===== src/rtl/audio_i2s_pkg.sv =====
// rtl/audio_i2s_pkg.sv - shared I2S frame constants and transmitter state type
package audio_i2s_pkg;
    localparam int SLOT_BITS = 32;
    localparam int FRAME_BCK = 64;

    typedef enum logic {
        IDLE = 1'b0,
        RUN  = 1'b1
    } i2s_state_t;
endpackage


===== src/rtl/audio_sample_fifo.sv =====
// rtl/audio_sample_fifo.sv - stereo-pair sample queue with registered ready and level
module audio_sample_fifo #(
    parameter int WIDTH = 32,
    parameter int DEPTH = 4,
    localparam int AW = $clog2(DEPTH)
) (
    input  logic             clk,
    input  logic             rst,
    input  logic             push,
    input  logic [WIDTH-1:0] wdata,
    input  logic             pop,
    output logic [WIDTH-1:0] rdata,
    output logic             empty,
    output logic             ready,
    output logic [AW:0]      level
);
    logic [WIDTH-1:0] mem [DEPTH];
    logic [AW-1:0]    wptr;
    logic [AW-1:0]    rptr;
    logic             do_push;
    logic             do_pop;
    logic [AW:0]      level_next;

    // Push is gated by the registered ready, so a same-cycle pop never frees a slot early.
    assign do_push = push && ready;
    assign do_pop  = pop && !empty;
    assign empty   = (level == '0);
    assign rdata   = mem[rptr];

    always_comb begin
        level_next = level;
        case ({do_push, do_pop})
            2'b10:   level_next = level + 1'b1;
            2'b01:   level_next = level - 1'b1;
            default: level_next = level;
        endcase
    end

    always_ff @(posedge clk) begin
        if (do_push) begin
            mem[wptr] <= wdata;
        end
    end

    always_ff @(posedge clk) begin
        if (rst) begin
            wptr  <= '0;
            rptr  <= '0;
            level <= '0;
            ready <= 1'b0;
        end else begin
            if (do_push) begin
                wptr <= wptr + 1'b1;
            end
            if (do_pop) begin
                rptr <= rptr + 1'b1;
            end
            level <= level_next;
            ready <= (level_next < (AW+1)'(DEPTH));
        end
    end
endmodule


===== src/rtl/i2s_tx_master.sv =====
// rtl/i2s_tx_master.sv - I2S master transmitter; I2S_TX_MONO_EN sends the left sample in both slots
module i2s_tx_master
    import audio_i2s_pkg::*;
#(
    parameter int DATA_W     = 16,
    parameter int CLK_DIV    = 4,
    parameter int FIFO_DEPTH = 4
) (
    input  logic                          clk,
    input  logic                          rst,
    input  logic                          enable,
    input  logic                          s_valid,
    output logic                          s_ready,
    input  logic [DATA_W-1:0]             s_left,
    input  logic [DATA_W-1:0]             s_right,
    output logic                          bck,
    output logic                          lck,
    output logic                          din,
    output logic                          underrun,
    output logic [$clog2(FIFO_DEPTH):0]   fifo_level
);
    localparam int CW = (CLK_DIV > 2) ? $clog2(CLK_DIV) : 1;
    localparam logic [CW-1:0] CNT_LAST   = CW'(CLK_DIV - 1);
    localparam logic [CW-1:0] HALF_M1    = CW'(CLK_DIV / 2 - 1);
    localparam logic [5:0]    POS_LAST   = 6'(FRAME_BCK - 1);
    localparam logic [5:0]    POS_R_PREV = 6'(SLOT_BITS - 1);

    i2s_state_t             state;
    logic [CW-1:0]          bck_cnt;
    logic [5:0]             pos;
    logic [FRAME_BCK-1:0]   sreg;
    logic                   dly;
    logic                   fall_tick;
    logic                   frame_start;
    logic                   pop;
    logic                   fifo_empty;
    logic [2*DATA_W-1:0]    head;
    logic [DATA_W-1:0]      left_src;
    logic [DATA_W-1:0]      right_src;
    logic [SLOT_BITS-1:0]   left_slot;
    logic [SLOT_BITS-1:0]   right_slot;
    logic [FRAME_BCK-1:0]   frame_bits;

    audio_sample_fifo #(
        .WIDTH (2*DATA_W),
        .DEPTH (FIFO_DEPTH)
    ) u_fifo (
        .clk   (clk),
        .rst   (rst),
        .push  (s_valid),
        .wdata ({s_left, s_right}),
        .pop   (pop),
        .rdata (head),
        .empty (fifo_empty),
        .ready (s_ready),
        .level (fifo_level)
    );

    assign left_src = head[2*DATA_W-1 -: DATA_W];
`ifdef I2S_TX_MONO_EN
    assign right_src = left_src;
`else
    assign right_src = head[DATA_W-1:0];
`endif

    // Samples are left-justified in their 32-bit slots; unused low bits stay zero.
    assign left_slot  = SLOT_BITS'(left_src) << (SLOT_BITS - DATA_W);
    assign right_slot = SLOT_BITS'(right_src) << (SLOT_BITS - DATA_W);
    assign frame_bits = fifo_empty ? '0 : {left_slot, right_slot};

    // pos idles at the last frame position so the first fall tick in RUN is a frame boundary.
    assign fall_tick   = (state == RUN) && (bck_cnt == CNT_LAST);
    assign frame_start = fall_tick && (pos == POS_LAST) && enable;
    assign pop         = frame_start && !fifo_empty;

    always_ff @(posedge clk) begin
        if (rst) begin
            state    <= IDLE;
            bck_cnt  <= '0;
            pos      <= POS_LAST;
            sreg     <= '0;
            dly      <= 1'b0;
            bck      <= 1'b0;
            lck      <= 1'b0;
            din      <= 1'b0;
            underrun <= 1'b0;
        end else begin
            underrun <= 1'b0;
            case (state)
                IDLE: begin
                    bck_cnt <= '0;
                    pos     <= POS_LAST;
                    dly     <= 1'b0;
                    bck     <= 1'b0;
                    lck     <= 1'b0;
                    din     <= 1'b0;
                    if (enable) begin
                        state <= RUN;
                    end
                end
                RUN: begin
                    if (fall_tick) begin
                        bck_cnt <= '0;
                        bck     <= 1'b0;
                        if (pos == POS_LAST) begin
                            if (!enable) begin
                                state <= IDLE;
                                lck   <= 1'b0;
                                din   <= 1'b0;
                                dly   <= 1'b0;
                            end else begin
                                // dly provides the one-BCK I2S delay across slot and frame edges.
                                pos      <= '0;
                                lck      <= 1'b0;
                                din      <= dly;
                                dly      <= frame_bits[FRAME_BCK-1];
                                sreg     <= {frame_bits[FRAME_BCK-2:0], 1'b0};
                                underrun <= fifo_empty;
                            end
                        end else begin
                            pos  <= pos + 1'b1;
                            lck  <= (pos >= POS_R_PREV);
                            din  <= dly;
                            dly  <= sreg[FRAME_BCK-1];
                            sreg <= {sreg[FRAME_BCK-2:0], 1'b0};
                        end
                    end else begin
                        bck_cnt <= bck_cnt + 1'b1;
                        bck     <= (bck_cnt >= HALF_M1);
                    end
                end
                default: state <= IDLE;
            endcase
        end
    end
endmodule


===== config.mk =====
export PLATFORM = sky130hd
export DESIGN_NAME = i2s_tx_master
export DESIGN_NICKNAME = d
export VERILOG_FILES = /design/src/rtl/audio_i2s_pkg.sv /design/src/rtl/audio_sample_fifo.sv /design/src/rtl/i2s_tx_master.sv
export SDC_FILE = /design/constraint.sdc
export NUM_CORES = 1
export LEC_CHECK = 0
export CAP_MARGIN = 10
export CORE_UTILIZATION = 45
export DETAILED_ROUTE_END_ITERATION = 8
export DONT_BUFFER_PORTS = 1
export MAX_ROUTING_LAYER = met4
export SLEW_MARGIN = 40
export SYNTH_ARGS = -nofsm -noshare
export SYNTH_HDL_FRONTEND = slang
export SYNTH_HIERARCHICAL = 1
export SYNTH_SLANG_ARGS = --single-unit

===== constraint.sdc =====
create_clock -name clk -period 2.05 [get_ports clk]
set_input_delay 0.205 -clock clk [delete_from_list [all_inputs] [get_ports clk]]
set_output_delay 0.205 -clock clk [all_outputs]
set_load 0.01 [all_outputs]

==> impl_metrics.tcl, run 1 <==
set metrics [dict create \
    status "complete, no violations" \
    rows 48 \
    synth_top_area_share_pct 47.1 \
    crit_path_start_kind "flip-flop" \
    hold_ws_ns 0.0366 \
    async_reset_ff_share_pct 0 \
    wl_per_cell_um 18.3 \
    antenna_found_initial 0 \
    multi_input_comb_area_um2 2620 \
    cts.sinks 199 \
    finalSetupViolCount 0 \
    postRouteAntennaNets 0 \
    hold_class "in2reg" \
    overflow 0 \
    min_to "bck_cnt[1]$_SDFF_PP0_" \
    drcViolationCount 0 \
    timing.final.crit_period_ns 2.05 \
    fmax_mhz 489 \
    num-nets-final 634 \
    worstRegToRegCells 9 \
    crit_path_end_kind "flip-flop" \
    critical_path_class "reg2reg" \
    cts_max_level 4 \
    drive_above_1_share_pct 29.5 \
    cap_violations 0 \
    numCtsBuffers 17 \
    post_synth.cell_area_avg_um2 15.6 \
    yosysSeqAreaShare_pct 64.5 \
    dpl.hpwl_um 8890 \
    synth_top_area_cell "edfxtp_1" \
    firstDrtPassIters 5 \
    initial_core_util_pct 46.7 \
    place_area_um2 8540 \
    vias 4538 \
    io_pins 44 \
    post-route-cell-area_um2 9730 \
    yosysMostFrequentCell "edfxtp_1" \
    cp_max_fo 2 \
    reg2reg_slack_ns 0.005 \
    cts_tree "built" \
    first_iter_violations 317 \
    skew_ns 0.00841 \
    place_congestion 0.745 \
    clockBufferDepth 2 \
    final_hold_viol_count 0 \
    yosys_warnings 6 \
    antenna_cells 0 \
    grt_pass1_vias 4730 \
    timing.rr.end "u_fifo/level[1]$_SDFFE_PP0N_" \
    fill_cells 1371 \
    p_per_area_nw_per_um2 866 \
    dieArea_um2 18700 \
    grt_start_max_net_pins 62 \
    slew_viol_final 0 \
    synth.cell_area_um2 8160 \
    synth_area_leaders "edfxtp_1 47%, dfxtp_1 17%, mux4_2 8.3%" \
    stdcell_count 825 \
    ys_seq_elements 199 \
    critical_path_required_ns 2.35 \
    grt_pass1_wl_um 24400 \
    min_path_cells 2 \
    clk_pin_slew_ns 0.07 \
    portBuffers 0 \
    die_h_um 137 \
    cp.arrival_ns 2.35 \
    viasPerCell 5.50 \
    synth_edf_count 128 \
    grtUsageTotal_pct 18.1 \
    post-route-util_pct 55.7 \
    core_area_um2 17500 \
    max-vdd-ir-drop_mv 0.628 \
    rsz0062_at_grt "true" \
    syn_inst 522 \
    placed_cells_incl_taps 739 \
    synthTopCellsByCount "128 x edfxtp_1, 71 x dfxtp_1, 56 x nor2_1, 30 x mux4_2, 30 x nand4b_1" \
    hp-start "rst" \
    period_share_pct 99.8 \
    tightestPinTransition_ns 0.677 \
    regToRegStartpoint "pos[0]$_SDFFE_PP1P_" \
    area_delta_synth_final_pct 19.2 \
    clock-root-buffer "clkbuf_16" \
    maxSlewHeadroom_pct 54.9 \
    synth_cell_types 51 \
    seq_area_um2 5280 \
    syn_nets 567 \
    clk_latency_ns 0.42 \
    routed_wl_um 15100 \
    power_mw 8.43 \
    fp.dieW_um 137 \
    synth_ff_type "edfxtp_1" \
    p_leak_nw 3.12 \
]
per-stage QoR:
stage / worst slack [ns] / TNS, ns
after floorplan: -0.0161 / -0.0364
after global placement: 0.00509 / 0
after detailed placement: -0.0627 / -0.177
after CTS: 0.000500 / 0
after global routing: -0.0692 / -0.170
final: 0.00475 / 0
sequential cells by signal, indices dropped and copies added (netlist names), named ones only:
name          flops
bck               1
bck_cnt           2
din               1
dly               1
lck               1
pos               6
sreg             47
state             1
u_fifo/level      2
u_fifo/mem      128
u_fifo/ready      1
u_fifo/rptr       2
u_fifo/wptr       2
underrun          1
layout make-up:
| class | instances | share of cell area (%) |
|---|---|---|
| flip-flops and latches | 199 | 54.2 |
| multi-input cells | 277 | 26.9 |
| repair buffers | 87 | 9.17 |
| clock buffers | 18 | 4.41 |
| well taps | 225 | 2.89 |
| clock inverters | 12 | 2.07 |
| inverters | 7 | 0.270 |
where the power goes:
part,internal [mW],switching (mW)
Combinational,0.213,0.308
Sequential,4.33,0.0254
Clock,2.16,1.39
Total,6.70,1.72
critical path, stage by stage (launching register included):
cell and delay, ns:
dfxtp_2 0.36, ha_4 0.14, nand4_1 0.15, nor4b_4 0.28
o31ai_2 0.12, inv_1 0.13, ha_4 0.15, fa_2 0.42
mux2i_1 0.14, nor2_1 0.05
metal layers:
metal / up-vias / wire, um / track usage [%]
met2: 73 / 7810 / 29.9
met4: 0 / 188 / 7.16
met1: 2285 / 6620 / 22.2
met5: - / 0 / -
met3: 14 / 515 / 3.19
li1: 2166 / - / -
how the worst max path moves through the flow:
| stage | start | to |
|---|---|---|
| global route | pos[0]$_SDFFE_PP1P_ | flip-flop |
| finish | pos[0]$_SDFFE_PP1P_ | u_fifo/level[1]$_SDFFE_PP0N_ |
| detailed placement | pos[1]$_SDFFE_PP1P_ | u_fifo/ready$_SDFF_PP0_ |
| global placement | pos[1]$_SDFFE_PP1P_ | flip-flop |
| floorplan | bck_cnt[1]$_SDFF_PP0_ | u_fifo/level[1]$_SDFFE_PP0N_ |
| CTS | pos[1]$_SDFFE_PP1P_ | u_fifo/ready$_SDFF_PP0_ |
repair_timing:
| item | in CTS | in global routing |
|---|---|---|
| hold endpoints to repair | 191 | 54 |
| resized for setup | 2 | 2 |
| pin swaps | 3 | 6 |
| setup endpoints to repair | 3 | 5 |
| buffers inserted | 5 | 9 |
| gates cloned | 0 | 0 |
| hold buffers | 41 | 1 |
placed cells by master (no fill, tap or decap), drive strengths merged, types with 5 or more instances in the layout:
cell / count
inv: 9
nor2: 56
nand2: 13
mux4: 32
ha: 8
buf: 46
o21ai: 5
a211oi: 31
dlygate4sd3: 41
nand3: 6
and3: 6
edfxtp: 128
bufinv: 5
clkbuf: 18
nand4b: 30
a21oi: 36
a22oi: 17
dfxtp: 71
cell families (layout without fill, tap and decap cells):
| family | count (synthesis) | in the layout | synth area share (%) |
|---|---|---|---|
| fa+ha+maj | 9 | 9 | 1.47 |
| mux | 35 | 35 | 9.29 |
| simple gates | 127 | 127 | 8.86 |
| flops | 199 | 199 | 64.5 |
| xor+xnor | 6 | 6 | 0.644 |
| compound gates | 100 | 100 | 10.9 |
| buf+inv | 46 | 124 | 4.31 |
Power figures use the tool's default switching activity.
==> inputs of run 2 (changes only) <==
ABC_AREA = 1   (was unset)
==> run 2 against run 1 <==
Effect of this change: hold slack worse by 0.0062 ns; routed wire length is 8.8% higher; via count is 28% higher; final cell count is 44% higher; sequential share of layout area is 0.70 points lower; flip-flop and latch count stayed put; non-clock buffer count is 14 lower; design area is 1.2% higher; clock-buffer cell count is 1 lower; largest power group unchanged; power is 0.40% higher; critical path depth is 2 higher.
==> impl_metrics.tcl, run 2 <==
set metrics [dict create \
    area_delta_synth_final_pct 17.3 \
    status "complete, no violations" \
    synth_top_family_by_area "simple AND/OR/NAND/NOR gates" \
    crit_path_end_kind "flip-flop" \
    wl_per_cell_um 13.8 \
    hp-start "rst" \
    place_congestion 0.736 \
    synth_edf_count 128 \
    min_path_cells 3 \
    core_area_um2 18100 \
    synth_cell_types 26 \
    busiest_layer "met2" \
    yosys_warnings 6 \
    cp.arrival_ns 2.25 \
    timing.rr.end "u_fifo/level[1]$_SDFFE_PP0N_" \
    finalSetupViolCount 0 \
    slew_viol_final 0 \
    cp_max_fo 2 \
    cts.sinks 199 \
    postRouteAntennaNets 0 \
    synth_compound_area_share_pct 8.26 \
    io_pins 44 \
    dieArea_um2 19200 \
    numCtsBuffers 17 \
    viasPerCell 4.87 \
    portBuffers 0 \
    rows 49 \
    p_per_area_nw_per_um2 860 \
    seq_area_um2 5270 \
    skew_ns 0.0133 \
    drive_above_1_share_pct 10.6 \
    cts_max_level 4 \
    muxShareOfSynthArea_pct 0 \
    syn_inst 899 \
    regToRegStartpoint "pos[1]$_SDFFE_PP1P_" \
    grt_pass1_vias 5387 \
    ys_seq_elements 199 \
    synth_top_area_share_pct 45.8 \
    grtUsageMet2_pct 30.5 \
    post-route-cell-area_um2 9840 \
    clock-root-buffer "clkbuf_16" \
    post_synth.cell_area_avg_um2 9.33 \
    worstRegToRegCells 11 \
    max-vdd-ir-drop_mv 0.618 \
    grtUsageTotal_pct 18.7 \
    num-nets-final 994 \
    final_common_cell "nand2_1" \
    rsz0062_at_grt "false" \
    multi_input_comb_area_um2 2550 \
    synthTopCellsByCount "218 x nand2_1, 174 x nor2_1, 128 x edfxtp_1, 93 x inv_1, 71 x dfxtp_1" \
    dpl.hpwl_um 9580 \
    fp.dieW_um 139 \
    critical_path_class "reg2reg" \
    crit_path_start_kind "flip-flop" \
    initial_core_util_pct 46.4 \
    clockBufferDepth 2 \
    first_iter_violations 411 \
    maxSlewHeadroom_pct 69.6 \
    fmax_mhz 520 \
    timing.final.crit_period_ns 1.92 \
    synthSimpleGateAreaFrac_pct 19.7 \
    pre_cts_ws_ns -0.0289 \
    final_cell_mix "214 x nand2_1, 168 x nor2_1, 128 x edfxtp_1" \
    clkPwrFrac_pct 41.0 \
    min_to "u_fifo/level[1]$_SDFFE_PP0N_" \
    yosysSeqAreaShare_pct 62.8 \
    synth.cell_area_um2 8390 \
    p_sw_share_pct 24.9 \
    synth_ff_type "edfxtp_1" \
    cap_violations 0 \
    clk_latency_ns 0.44 \
    final_hold_viol_count 0 \
    period_share_pct 93.7 \
    grt_start_max_net_pins 65 \
    antenna_cells 0 \
    die_h_um 139 \
    post-route-util_pct 54.4 \
    drcViolationCount 0 \
    synth_top_area_cell "edfxtp_1" \
    firstDrtPassIters 5 \
    grt_pass1_wl_um 26900 \
    syn_nets 944 \
    combPwrFrac_pct 7.3 \
    grt_util_met1_pct 23.1 \
    largest-register "u_fifo/mem" \
    antenna_found_initial 0 \
    fill_cells 1595 \
    tightestPinTransition_ns 0.457 \
    place_area_um2 8790 \
    async_reset_ff_share_pct 0 \
    cts_tree "built" \
    clk_pin_slew_ns 0.08 \
    p_leak_nw 4.06 \
    largest_register_ffs 128 \
    setup_slack_ns 0.129 \
    intPower_mw 6.35 \
    overflow 0 \
    routed_wl_um 16500 \
    hold_class "in2reg" \
    synthAdderAreaFrac_pct 1.43 \
    critical_path_required_ns 2.37 \
    reg2reg_slack_ns 0.13 \
    grtUsageMet3_pct 4.07 \
    top_regs "u_fifo/mem (128), sreg (47), pos (6)" \
    p_sw_mw 2.11 \
    seqPwrFrac_pct 51.7 \
    synth_area_leaders "edfxtp_1 46%, dfxtp_1 17%, nand2_1 9.8%" \
    vias 5797 \
    synth_xor_area_share_pct 0 \
    yosysMostFrequentCell "nand2_1" \
]
-- run 2: timing repair --
item,in CTS,in global routing
resized for setup,1,14
endpoints found under the hold margin,154,0
setup endpoints to repair,1,3
pin swaps,0,5
hold buffers,34,0
setup buffers,0,3
-- run 2: how the worst max path moves through the flow --
stage,slack (ns),startpoint,cells after the start,endpoint
floorplan,-0.31,u_fifo/wptr[0]$_SDFFE_PP0P_,4,u_fifo/mem[0][0]$_DFFE_PP_
global placement,0.009,pos[1]$_SDFFE_PP1P_,11,u_fifo/level[1]$_SDFFE_PP0N_
detailed placement,-0.03,pos[1]$_SDFFE_PP1P_,11,u_fifo/level[1]$_SDFFE_PP0N_
CTS,0.001,flip-flop,16,u_fifo/ready$_SDFF_PP0_
global route,0.004,pos[1]$_SDFFE_PP1P_,15,u_fifo/ready$_SDFF_PP0_
finish,0.13,pos[1]$_SDFFE_PP1P_,11,u_fifo/level[1]$_SDFFE_PP0N_
-- run 2: layout make-up --
| type | instances | share of cell area (%) |
|---|---|---|
| Sequential cell | 199 | 53.5 |
| Multi-Input combinational cell | 562 | 25.9 |
| Timing Repair Buffer | 73 | 7.40 |
| Clock buffer | 17 | 4.32 |
| Inverter | 96 | 3.74 |
| Tap cell | 229 | 2.91 |
| Clock inverter | 15 | 2.19 |
-- run 2: cell families (layout without fill, tap and decap cells) --
kind of cell	Yosys count	count (layout)
adders and majority gates	9	9
DFF	199	199
buffers and inverters	138	201
and+or+nand+nor	423	423
AOI/OAI and AO/OA	130	130
-- run 2: critical path, cell delays in order, from the launching register on --
cell and delay [ns]:
dfxtp_2 0.36, ha_4 0.15, nand3_4 0.09, nor2_4 0.11, nand2_2 0.06, nor2_2 0.13, inv_1 0.06, nor2_2 0.08
ha_2 0.19, fa_2 0.43, o21ai_2 0.11, a21oi_1 0.05
-- run 2: layer usage --
metal	vias up	part of all wire [%]
li1	3028	-
met3	16	3.3
met4	0	1.2
met1	2657	47
met2	96	49
met5	-	0
-- run 2: metrics by stage --
step                total power, mW  hold slack (ns)  TNS (ns)  cells
floorplan                      4.82            0.274    -29.60    899
global placement               4.98            0.276         0   1122
detailed placement             4.98            0.279   -0.0289   1122
CTS                            8.50           0.0209         0   1188
global route                   8.76           0.0280         0   1191
finish                         8.46           0.0304         0   1191
-- run 2: power groups by stage --
stage / Clock (mW) / Combinational (mW) / Sequential, mW
after global routing: 3.69 / 0.694 / 4.38
after global placement: 0 / 0.519 / 4.46
after CTS: 3.53 / 0.602 / 4.37
after detailed placement: 0 / 0.516 / 4.46
final: 3.47 / 0.619 / 4.37
after floorplan: 0 / 0.353 / 4.47
